==> src/rtl/sirv_gnrl_vr_fifo.sv <==
// Resettable load-enable flop for control state; clears to 0 on rst_n low.
// Latency: 1 cycle from i_lden/i_dnxt to o_qout.
// Backpressure: none; loads whenever i_lden is high.
module sirv_gnrl_dfflr #(
    parameter int DW = 1
) (
    input  logic          clk,
    input  logic          rst_n,
    input  logic          i_lden,
    input  logic [DW-1:0] i_dnxt,
    output logic [DW-1:0] o_qout
);
    logic [DW-1:0] r_q;

    always_ff @(posedge clk or negedge rst_n) begin
        if (!rst_n) begin
            r_q <= '0;
        end else if (i_lden) begin
            r_q <= i_dnxt;
        end
    end

    assign o_qout = r_q;
endmodule

// Non-reset load-enable flop for datapath storage.
// Latency: 1 cycle from i_lden/i_dnxt to o_qout.
// Backpressure: none; loads whenever i_lden is high.
module sirv_gnrl_dffl #(
    parameter int DW = 1
) (
    input  logic          clk,
    input  logic          i_lden,
    input  logic [DW-1:0] i_dnxt,
    output logic [DW-1:0] o_qout
);
    logic [DW-1:0] r_q;

    always_ff @(posedge clk) begin
        if (i_lden) begin
            r_q <= i_dnxt;
        end
    end

    assign o_qout = r_q;
endmodule

// Valid/ready FIFO of DP entries (any depth 1..16), oldest entry presented downstream.
// Latency: a beat pushed at edge N is visible after edge N; no input-to-output bypass.
// Backpressure: i_rdy = not full, from registered count only; a same-cycle pop does not re-open it.
module sirv_gnrl_vr_fifo #(
    parameter int DP = 4,
    parameter int DW = 32
) (
    input  logic                    clk,
    input  logic                    rst_n,
    input  logic                    i_vld,
    output logic                    i_rdy,
    input  logic [DW-1:0]           i_dat,
    output logic                    o_vld,
    input  logic                    o_rdy,
    output logic [DW-1:0]           o_dat,
    output logic [$clog2(DP+1)-1:0] cnt
);
    localparam int PW = (DP > 1) ? $clog2(DP) : 1;
    localparam int CW = $clog2(DP + 1);

    logic [PW-1:0] w_wptr;
    logic [PW-1:0] w_rptr;
    logic [PW-1:0] w_wptr_nxt;
    logic [PW-1:0] w_rptr_nxt;
    logic [CW-1:0] w_cnt;
    logic [CW-1:0] w_cnt_nxt;
    logic          w_full;
    logic          w_empty;
    logic          w_push;
    logic          w_pop;
    logic          w_cnt_en;
    logic [DW-1:0] w_mem [DP];

    assign w_full  = (w_cnt == CW'(DP));
    assign w_empty = (w_cnt == '0);
    assign w_push  = i_vld & ~w_full;
    assign w_pop   = ~w_empty & o_rdy;

    // Explicit wrap so non-power-of-two depths stay within 0..DP-1.
    assign w_wptr_nxt = (w_wptr == PW'(DP - 1)) ? '0 : w_wptr + PW'(1);
    assign w_rptr_nxt = (w_rptr == PW'(DP - 1)) ? '0 : w_rptr + PW'(1);

    assign w_cnt_en  = w_push ^ w_pop;
    assign w_cnt_nxt = w_push ? (w_cnt + CW'(1)) : (w_cnt - CW'(1));

    sirv_gnrl_dfflr #(.DW(PW)) u_wptr (
        .clk    (clk),
        .rst_n  (rst_n),
        .i_lden (w_push),
        .i_dnxt (w_wptr_nxt),
        .o_qout (w_wptr)
    );

    sirv_gnrl_dfflr #(.DW(PW)) u_rptr (
        .clk    (clk),
        .rst_n  (rst_n),
        .i_lden (w_pop),
        .i_dnxt (w_rptr_nxt),
        .o_qout (w_rptr)
    );

    sirv_gnrl_dfflr #(.DW(CW)) u_cnt (
        .clk    (clk),
        .rst_n  (rst_n),
        .i_lden (w_cnt_en),
        .i_dnxt (w_cnt_nxt),
        .o_qout (w_cnt)
    );

    for (genvar gi = 0; gi < DP; gi++) begin : g_mem
        sirv_gnrl_dffl #(.DW(DW)) u_ram (
            .clk    (clk),
            .i_lden (w_push && (w_wptr == PW'(gi))),
            .i_dnxt (i_dat),
            .o_qout (w_mem[gi])
        );
    end

    always_comb begin
        o_dat = w_mem[0];
        for (int i = 1; i < DP; i++) begin
            if (w_rptr == PW'(i)) begin
                o_dat = w_mem[i];
            end
        end
    end

    assign i_rdy = ~w_full;
    assign o_vld = ~w_empty;
    assign cnt   = w_cnt;
endmodule
==> config.mk <==
export PLATFORM = sky130hd
export DESIGN_NAME = sirv_gnrl_vr_fifo
export DESIGN_NICKNAME = d
export VERILOG_FILES = /design/src/rtl/sirv_gnrl_vr_fifo.sv
export SDC_FILE = /design/constraint.sdc
export NUM_CORES = 1
export LEC_CHECK = 0
export BUFFER_PORTS_ARGS = -buffer_cell sky130_fd_sc_hd__buf_2
export CAP_MARGIN = 20
export CORE_MARGIN = 4
export CORE_UTILIZATION = 45
export DETAILED_ROUTE_END_ITERATION = 10
export HOLD_SLACK_MARGIN = 0.06
export MAX_ROUTING_LAYER = met4
export PLACE_DENSITY = 0.66
export SETUP_SLACK_MARGIN = 0.05
export SLEW_MARGIN = 25
export SYNTH_ARGS = -nofsm -noshare
export SYNTH_HDL_FRONTEND = slang
export SYNTH_SLANG_ARGS = --single-unit
==> constraint.sdc <==
create_clock -name clk -period 2.89 [get_ports clk]
set_clock_uncertainty 0.2 [all_clocks]
set_input_delay 0.578 -clock clk [delete_from_list [all_inputs] [get_ports clk]]
set_output_delay 0.578 -clock clk [all_outputs]
set_load 0.05 [all_outputs]
==> impl_metrics.json <==
{
  "status": "complete, no violations",
  "grt_pass1_wl_um": 16200,
  "avgRoutedWirePerCell_um": 17.6,
  "port-buffer-count": 72,
  "ant_nets": 0,
  "die_h_um": 118,
  "max_freq_ghz": 0.351,
  "antenna_found_initial": 1,
  "h-tree-depth": 4,
  "synth_area_leader_cell": "edfxtp_1",
  "drive_above_1_share_pct": 38.2,
  "hold_path.class": "input port to flop",
  "synth_top_family_by_area": "multiplexers",
  "grt_overflow": 0,
  "max_slew.worst_pin.slew_ps": 550,
  "slowest_stage": "dfrtp_1",
  "pin_count": 73,
  "clock-sinks": 135,
  "start_util_pct": 45.9,
  "met2WireLength_um": 5100,
  "clkLatencyLatePin_ps": 410,
  "cp.required_ps": 2110,
  "critical_path.top_delay_family": "multiplexers",
  "synth_cell_types": 35,
  "synth_top_area_share_pct": 70.0,
  "netlist_instances": 333,
  "cp.arrival_ps": 2070,
  "ys_ff_latch": 135,
  "yosys.area_share.simple_pct": 4.58,
  "clkTransAtPathRegs_ps": 50,
  "hold_viol_final": 0,
  "synthAdderAreaFrac_pct": 1.82,
  "area_delta_synth_final_pct": 30.1,
  "fp.dieW_um": 118,
  "root_buffer": "clkbuf_16",
  "synth.yosys.seq_area_share_pct": 73.2,
  "grt_usage_pct": 15.6,
  "netlist_area_mm2": 0.00549,
  "min_period_ps": 2850,
  "place.gp.congestion": 0.711,
  "finalMaxSlewViolations": 0,
  "yosys_warnings": 0,
  "row_count": 40,
  "hold_depth": 1,
  "slew_headroom_pct": 63.0,
  "cts_buffer_depth": 2,
  "m1WireLength_um": 4590,
  "cts_tree": "done",
  "top_layer": "met4",
  "grt_max_degree": 37,
  "path_depth": 7,
  "final_common_cell": "edfxtp_1",
  "setup_viol": 0,
  "fin_crit_sh_pct": 98.5,
  "first_iter_violations": 202,
  "path_cells": "inv_2, ha_4, clkbuf_16, mux2i_1, o21ai_0, mux2_4, buf_8",
  "drtPass1Iterations": 4,
  "max_stage_delay_ps": 400,
  "syn_area_per_cell_um2": 16.5,
  "crit_fanout": 6,
  "numCtsBuffers": 17,
  "rsz0062_at_grt": "true",
  "timing_worst_setup_path_type": "flop to primary output",
  "drt_wl_total_um": 10300,
  "nets": 466,
  "dp_hpwl_um": 5990,
  "first_global_vias": 3114,
  "cp-start-kind": "flop",
  "fin_util_pct": 59.8,
  "route.met3.wl_um": 419,
  "muxShareOfSynthArea_pct": 13.1,
  "core_mm2": 0.0120,
  "die-area_mm2": 0.0140,
  "maxCapViolCount": 0,
  "drc": 0,
  "critPathBufInv": 3,
  "syn_nets": 377,
  "final_cell_mix": "edfxtp_1 (128), buf_2 (40), nand2_1 (36), mux2i_1 (29)",
  "yosys-top-cells-area": "edfxtp_1 (70%), mux2_2 (7.0%), mux2i_1 (5.8%)",
  "setup.worst_path.end_class": "primary output",
  "via_per_inst": 5.12,
  "vias": 2987,
  "r2r_cells": 7,
  "synth_compound_area_share_pct": 4.51,
  "synthXorXnorAreaFrac_pct": 0.319
}
## flip-flops by register name (all words and copies together), names as in the netlist
| name | cells |
|---|---|
| u_wptr.o_qout | 2 |
| u_rptr.o_qout | 2 |
| u_cnt.o_qout | 3 |
| g_mem.u_ram.o_qout | 128 |
## metrics by stage
stage | setup slack, ps | instances | setup TNS (ps) | hold WS (ps) | area, um^2
2_1_floorplan | 243 | 333 | 0 | 82.4 | 5490
3_3_place_gp | 437 | 544 | 0 | 225 | 6050
3_5_place_dp | 385 | 544 | 0 | 231 | 6050
4_1_cts | 29.5 | 578 | 0 | 165 | 6790
5_1_grt | -54.0 | 583 | -517 | 165 | 7150
6_report | 42.6 | 583 | 0 | 180 | 7150
## final timing paths
check	start	end	slack [ps]
worst max-delay path	u_rptr.o_qout[1]$_DFFE_PN0P_	o_dat[8]	40
worst min-delay path	i_dat[24]	g_mem[2].u_ram.o_qout[24]$_DFFE_PP_	180
worst max register to register	u_cnt.o_qout[1]$_DFFE_PN0P_	u_cnt.o_qout[2]$_DFFE_PN0P_	500
worst min register to register	u_rptr.o_qout[1]$_DFFE_PN0P_	u_rptr.o_qout[1]$_DFFE_PN0P_	330
max in group asynchronous	rst_n	u_rptr.o_qout[0]$_DFFE_PN0P_	1980
min in group asynchronous	rst_n	u_cnt.o_qout[0]$_DFFE_PN0P_	330
## per-layer routing
layer / vias to the layer above / track usage [%]
li1: 1441 / -
met1: 1477 / 18.5
met2: 56 / 24.9
met3: 13 / 4.78
met4: 0 / 6.52
met5: - / -
## cells by family after synthesis
group / count (synthesis)
and+or+nand+nor: 54
buffers and inverters: 24
muxes: 67
DFF: 135
adders and majority gates: 8
xor gates and xnor gates: 2
AOI/OAI and AO/OA: 43
## area by class of cell
type / count / area [um^2]
Antenna cell: 1 / 2.50
Clock buffer: 25 / 495
Clock inverter: 7 / 118
Fill cell: 885 / 4810
Inverter: 4 / 15.0
Multi-Input combinational cell: 174 / 1430
Sequential cell: 135 / 4020
Tap cell: 147 / 184
Timing Repair Buffer: 90 / 885
## synth_stat cells
cell type,count
a21boi_1,1
nor2_1,2
mux2_2,34
o22a_1,1
dfrtp_1,7
a311oi_1,1
o31ai_1,1
ha_1,8
nor4b_1,1
buf_6,5
o2111a_1,1
mux2_4,1
o211ai_1,1
nor4_1,1
edfxtp_1,128
o21ai_0,34
nor3b_1,1
a21boi_2,1
buf_2,9
or3_1,1
mux2i_1,32
and2_1,4
nand2b_1,1
nor3_1,1
a21o_1,1
buf_1,2
nand3_1,2
or4b_1,1
or2_2,1
a21boi_0,1
inv_1,4
nand2_1,36
clkbuf_1,4
xnor2_1,2
nand4b_1,2
## what timing repair did
| item | CTS | global route |
|---|---|---|
| resized for setup | 29 | 106 |
| cloned | 1 | 3 |
| endpoints found under the hold margin | 7 | 0 |
| pin swaps | 0 | 3 |
| hold buffers | 1 | 0 |
| setup endpoints to repair | 32 | 32 |
| buffers inserted | 0 | 1 |
Power is not shown: default switching activity piles up to over one toggle a cycle in this logic, so the estimate is an artifact.
